===== src/rtl/prod_accum_pkg.sv =====
// Shared types and widths for the product accumulator.
package prod_accum_pkg;

  // Width of one incoming 4x3-bit product term.
  localparam int PROD_W = 7;
  // Width of the term counter; holds up to 15 terms.
  localparam int CNT_W  = 4;

  // ACCUM collects terms; HOLD presents a finished result to the consumer.
  typedef enum logic {
    ACCUM = 1'b0,
    HOLD  = 1'b1
  } state_e;

endpackage : prod_accum_pkg


===== src/rtl/prod_accum_acc_adder.sv =====
// Unsigned W-bit adder that also reports the carry out of the top bit.
module acc_adder #(
  parameter int W = 10
) (
  input  logic [W-1:0] a,
  input  logic [W-1:0] b,
  output logic [W-1:0] sum,
  output logic         cout
);

  // Widen by one bit so the carry lands in the MSB of the result.
  always_comb begin
    {cout, sum} = {1'b0, a} + {1'b0, b};
  end

endmodule : acc_adder


===== src/rtl/prod_accum.sv =====
// Accumulates up to TERMS product beats into one result, then holds the
// result until the consumer takes it. A clr or reset discards everything.
module prod_accum
  import prod_accum_pkg::*;
#(
  parameter int TERMS = 8,
  parameter int ACC_W = 10
) (
  input  logic              clk,
  input  logic              rst_n,
  input  logic              clr,
  input  logic              in_valid,
  output logic              in_ready,
  input  logic [PROD_W-1:0] in_prod,
  input  logic              in_last,
  output logic              out_valid,
  input  logic              out_ready,
  output logic [ACC_W-1:0]  out_sum,
  output logic [CNT_W-1:0]  out_count,
  output logic              out_ovf
);

  localparam logic [CNT_W-1:0] TERMS_C = CNT_W'(TERMS);

  state_e             state_q, state_d;
  logic [ACC_W-1:0]   sum_q, sum_d;
  logic [CNT_W-1:0]   count_q, count_d;
  logic               ovf_q, ovf_d;

  logic [ACC_W-1:0]   add_sum;
  logic               add_cout;
  logic [CNT_W-1:0]   count_inc;
  logic               accept;
  logic               final_beat;
  logic               drain;

  // Running sum plus the zero-extended incoming product.
  acc_adder #(
    .W (ACC_W)
  ) u_adder (
    .a    (sum_q),
    .b    (ACC_W'(in_prod)),
    .sum  (add_sum),
    .cout (add_cout)
  );

  // Handshake qualifiers shared by the state and datapath logic.
  always_comb begin
    count_inc  = count_q + CNT_W'(1);
    accept     = in_valid && (state_q == ACCUM) && !clr;
    final_beat = accept && ((count_inc == TERMS_C) || in_last);
    drain      = (state_q == HOLD) && out_ready;
  end

  // State register.
  // NOTE: sequential state uses non-blocking assignments so every flop
  // samples pre-edge values regardless of process ordering.
  always_ff @(posedge clk or negedge rst_n) begin
    if (!rst_n) begin
      state_q <= ACCUM;
    end else begin
      state_q <= state_d;
    end
  end

  // Next-state logic: clr wins, then the final beat, then the drain.
  // NOTE: every comb output gets a default first so no path infers a latch.
  always_comb begin
    state_d = state_q;
    if (clr) begin
      state_d = ACCUM;
    end else if (final_beat) begin
      state_d = HOLD;
    end else if (drain) begin
      state_d = ACCUM;
    end
  end

  // Accumulator datapath registers.
  always_ff @(posedge clk or negedge rst_n) begin
    if (!rst_n) begin
      sum_q   <= '0;
      count_q <= '0;
      ovf_q   <= 1'b0;
    end else begin
      sum_q   <= sum_d;
      count_q <= count_d;
      ovf_q   <= ovf_d;
    end
  end

  // Datapath next values: clear on abort or handoff, update on accept.
  always_comb begin
    sum_d   = sum_q;
    count_d = count_q;
    ovf_d   = ovf_q;
    if (clr || drain) begin
      sum_d   = '0;
      count_d = '0;
      ovf_d   = 1'b0;
    end else if (accept) begin
      sum_d   = add_sum;
      count_d = count_inc;
      ovf_d   = ovf_q | add_cout;
    end
  end

  // Outputs decoded from state only; result fields come straight from flops.
  always_comb begin
    in_ready  = rst_n && (state_q == ACCUM) && !clr;
    out_valid = (state_q == HOLD);
    out_sum   = sum_q;
    out_count = count_q;
    out_ovf   = ovf_q;
  end

endmodule : prod_accum


===== config.mk =====
export PLATFORM = sky130hd
export DESIGN_NAME = prod_accum
export DESIGN_NICKNAME = d
export VERILOG_FILES = /design/src/rtl/prod_accum_pkg.sv /design/src/rtl/prod_accum_acc_adder.sv /design/src/rtl/prod_accum.sv
export SDC_FILE = /design/constraint.sdc
export NUM_CORES = 1
export LEC_CHECK = 0
export BUFFER_PORTS_ARGS = -buffer_cell sky130_fd_sc_hd__buf_2
export CAP_MARGIN = 5
export CORE_MARGIN = 3
export CORE_UTILIZATION = 54
export CTS_CLUSTER_SIZE = 14
export DETAILED_ROUTE_END_ITERATION = 16
export GPL_TIMING_DRIVEN = 0
export PLACE_DENSITY = 0.91
export SLEW_MARGIN = 20
export SYNTH_ARGS = -nofsm -noshare
export SYNTH_HDL_FRONTEND = slang
export SYNTH_SLANG_ARGS = --single-unit

===== constraint.sdc =====
create_clock -name clk -period 3.8 [get_ports clk]
set_input_delay 0.38 -clock clk [delete_from_list [all_inputs] [get_ports clk]]
set_output_delay 0.38 -clock clk [all_outputs]
set_load 0.005 [all_outputs]

==> run metrics <==
Final nets 159; DRC Markers 0; Ports 30; Post-Synthesis Cells 103; Area contributors post-synth dfrtp_1, ha_1, o21ai_0, nand2_1, xor2_1; Critical Path Start Type flop; synth unique cells 29; final antenna-violating net count 0; FFs w/ async S/R, synth 100%; antenna violations before repair 0; Die ar. 2390 µm²; max-slew violations 0; GRT Total Usage 19.9%; Finished Core Util 73.8%; Initial Util 61.6%; Via density 5.57; die span in x 48.9 µm; core area 1610 µm²; setup violators final 0; proportion of layout cells with a drive suffix above 1 29.6%; WP data arrival 2.18 ns; largest net degree at the start of global routing 18; area share of the largest cell type after synthesis 40.4%; clk root buf clkbuf_4; PortBufs 29; footprint of the multi-input gates 576 µm²; Synth warnings 0; Leak 0.000601 µW; TritonCTS clock tree yes; WL per Instance 13.8 µm; CTS clk-pin slew, worst paths 0.09 ns; WHS -0.00466 ns; PostCTS Resize Cnt 0; ant diodes 0; sequential cell area 400 µm²; placed cell count 156; cts bufs inserted 3; EDFF count, synth 0; RSZ-0062 raised after global routing false; CP Cell Sequence ha_1 > inv_1 > fa_1 > nand2b_1 > a21oi_1 > o221ai_2 > xor2_1 > nor2_1; CP max stage delay 0.38 ns; vias in the first global route 875; Final Hold Viols 8; post-synthesis mux area share 1.13%; Critical Path RT 4.03 ns; Max rail drop VDD 247 µV; Finished Cell Area 1190 µm²; fmax 0.512 GHz; Post-Synth Simple-Gate Area 14.9%; cell taking the most area after synthesis dfrtp_1; #FFs+latches synth 16; Max Cap Viol 0; First-pass DRT Iterations 4; Post-Route Skew 0.00573 ns; height of the die 48.9 µm; Core Rows 14; via count 886; CP Max Fanout 3; Routed WL 2200 µm; total gr overflow 0; cts-stage hold buffer count 0; main combinational cell family by area after synthesis compound AO/OA/AOI/OAI gates; R2R cell count 8; post-CTS setup buffers 0; end of the critical path out_sum[8]$_DFFE_PN0P_; worst min path class in2async; power per cell area 350 nW/µm²; top_reg_cell synth dfrtp_1; GPL Wtd Cong 0.864; Seq/Total Area, Yosys 40.4%; synthesized area 992 µm²; DR iter-0 viols 20; area grow syn2layout 19.9%; global-route wire length before repair 3770 µm; Max clock buf depth 2; FILL cells 131; Worst-Skew Late Latency 0.29 ns; XOR/XNOR Fraction of Synth Area 5.30%; Area after DPL 1170 µm²; setup_tns 0 ns; critical path type reg2reg; HPWL Detailed 1690 µm; slew margin rel. 74.6%; run status finished, violations left; Mean Syn Cell Area 9.63 µm²; Setup crit end kind flop; Tcrit/Tclk final 51.4%; Synth Net Count 125; Reg-to-Reg Start out_sum[0]$_DFFE_PN0P_; Crit-path slowest cell fa_1; Adder-Cell Fraction of Synth Area 12.1%; Final min period 1.95 ns; actual slew at the worst max-slew pin 0.381 ns; failing checks negative hold slack; post-synthesis compound-gate area fraction 24.6%; clk sink count 16; htree depth 1; R2R setup slack 1.85 ns; Cell Count, Final, Fillers Out 159; reg2reg end out_sum[8]$_DFFE_PN0P_; CP startpoint out_sum[0]$_DFFE_PN0P_
==> area by class of cell <==
| type | count | area share [%] |
|---|---|---|
| multi-input combinational | 83 | 48.4 |
| sequential | 16 | 33.6 |
| timing repair buffer | 29 | 12.2 |
| tap | 24 | 2.52 |
| clock buffer | 3 | 1.89 |
| inverter | 3 | 0.946 |
| buffer | 1 | 0.421 |
==> worst min path at each step <==
| stage | startpoint | to | slack [ns] |
|---|---|---|---|
| after global routing | rst_n | out_sum[9]$_DFFE_PN0P_ | 0.01 |
| after detailed placement | rst_n | out_sum[5]$_DFFE_PN0P_ | 0.32 |
| final | rst_n | out_sum[6]$_DFFE_PN0P_ | -0.005 |
| after CTS | rst_n | out_sum[6]$_DFFE_PN0P_ | 0.008 |
| after global placement | rst_n | out_sum[4]$_DFFE_PN0P_ | 0.31 |
| after floorplan | rst_n | out_count[0]$_DFFE_PN0P_ | 0.08 |
==> cell families (layout without fill, tap and decap cells) <==
kind of cell / count (synthesis) / in the layout
muxes: 1 / 1
AOI/OAI and AO/OA: 36 / 36
adders and majority gates: 9 / 9
buffers and inverters: 4 / 36
xor gates and xnor gates: 6 / 6
and+or+nand+nor: 31 / 31
DFF: 16 / 16
==> Yosys cell counts, drive strengths merged (2+ instances only) <==
cell,number
o21ai,12
ha,8
and2,2
nor2,8
inv,3
xor2,5
a21o,2
dfrtp,16
a211oi,3
o31ai,2
o211ai,4
nand2,16
a21oi,5
nand2b,3
a22o,2
==> flip-flops by register name, indices dropped and copies added (netlist names) <==
register / flops
out_valid: 1
out_sum: 10
out_ovf: 1
out_count: 4
==> critical path: cells and delay by family (launching register included) <==
kind                       cells  cell delay, ns
DFF                            1            0.37
xor gates and xnor gates       1            0.16
and+or+nand+nor                2            0.29
AOI/OAI and AO/OA              2            0.41
buffers and inverters          1            0.07
adders and majority gates      2            0.59
==> stage by stage <==
stage	total power, µW	worst slack (ns)
floorplan	285	2.05
global placement	324	1.83
detailed placement	331	1.77
CTS	417	1.85
global route	447	1.72
finish	416	1.85
==> cell usage in the layout (no fill, tap or decap) <==
master | Yosys | final
o211ai_1 | 4 | 4
nor3b_4 | 1 | 1
and2_4 | 1 | 1
a21oi_1 | 5 | 5
ha_1 | 8 | 8
inv_1 | 3 | 3
a32o_1 | 1 | 1
a211oi_1 | 3 | 3
nand2b_1 | 3 | 3
o21bai_1 | 1 | 1
nor2_1 | 8 | 8
o21ai_0 | 12 | 12
a21o_1 | 1 | 1
clkbuf_4 | 0 | 3
o22ai_1 | 1 | 1
fa_1 | 1 | 1
nand3_1 | 1 | 1
o221ai_2 | 1 | 1
o31ai_1 | 2 | 2
and2_1 | 1 | 1
a211o_1 | 1 | 1
o21a_1 | 1 | 1
dfrtp_1 | 16 | 16
a21o_2 | 1 | 1
buf_2 | 1 | 30
mux2_2 | 1 | 1
a22o_2 | 2 | 2
xor2_1 | 5 | 5
nand2_1 | 16 | 16
xnor2_1 | 1 | 1
==> report_power, final <==
part	total [µW]	internal, µW	switching [µW]	leakage, µW
Combinational	129	59.0	70.2	0.000370
Sequential	199	185	14.0	0.000217
Clock	88.4	36.9	51.5	0.0000138
==> per-layer routing <==
layer	wire length, µm	global-route usage [%]	vias up
met2	1120	36.0	24
met1	947	23.5	417
met3	100	4.59	6
met4	25	5.21	0
li1	-	-	439
met5	0	0	-
No activity file was read; power rests on OpenSTA's default activity.
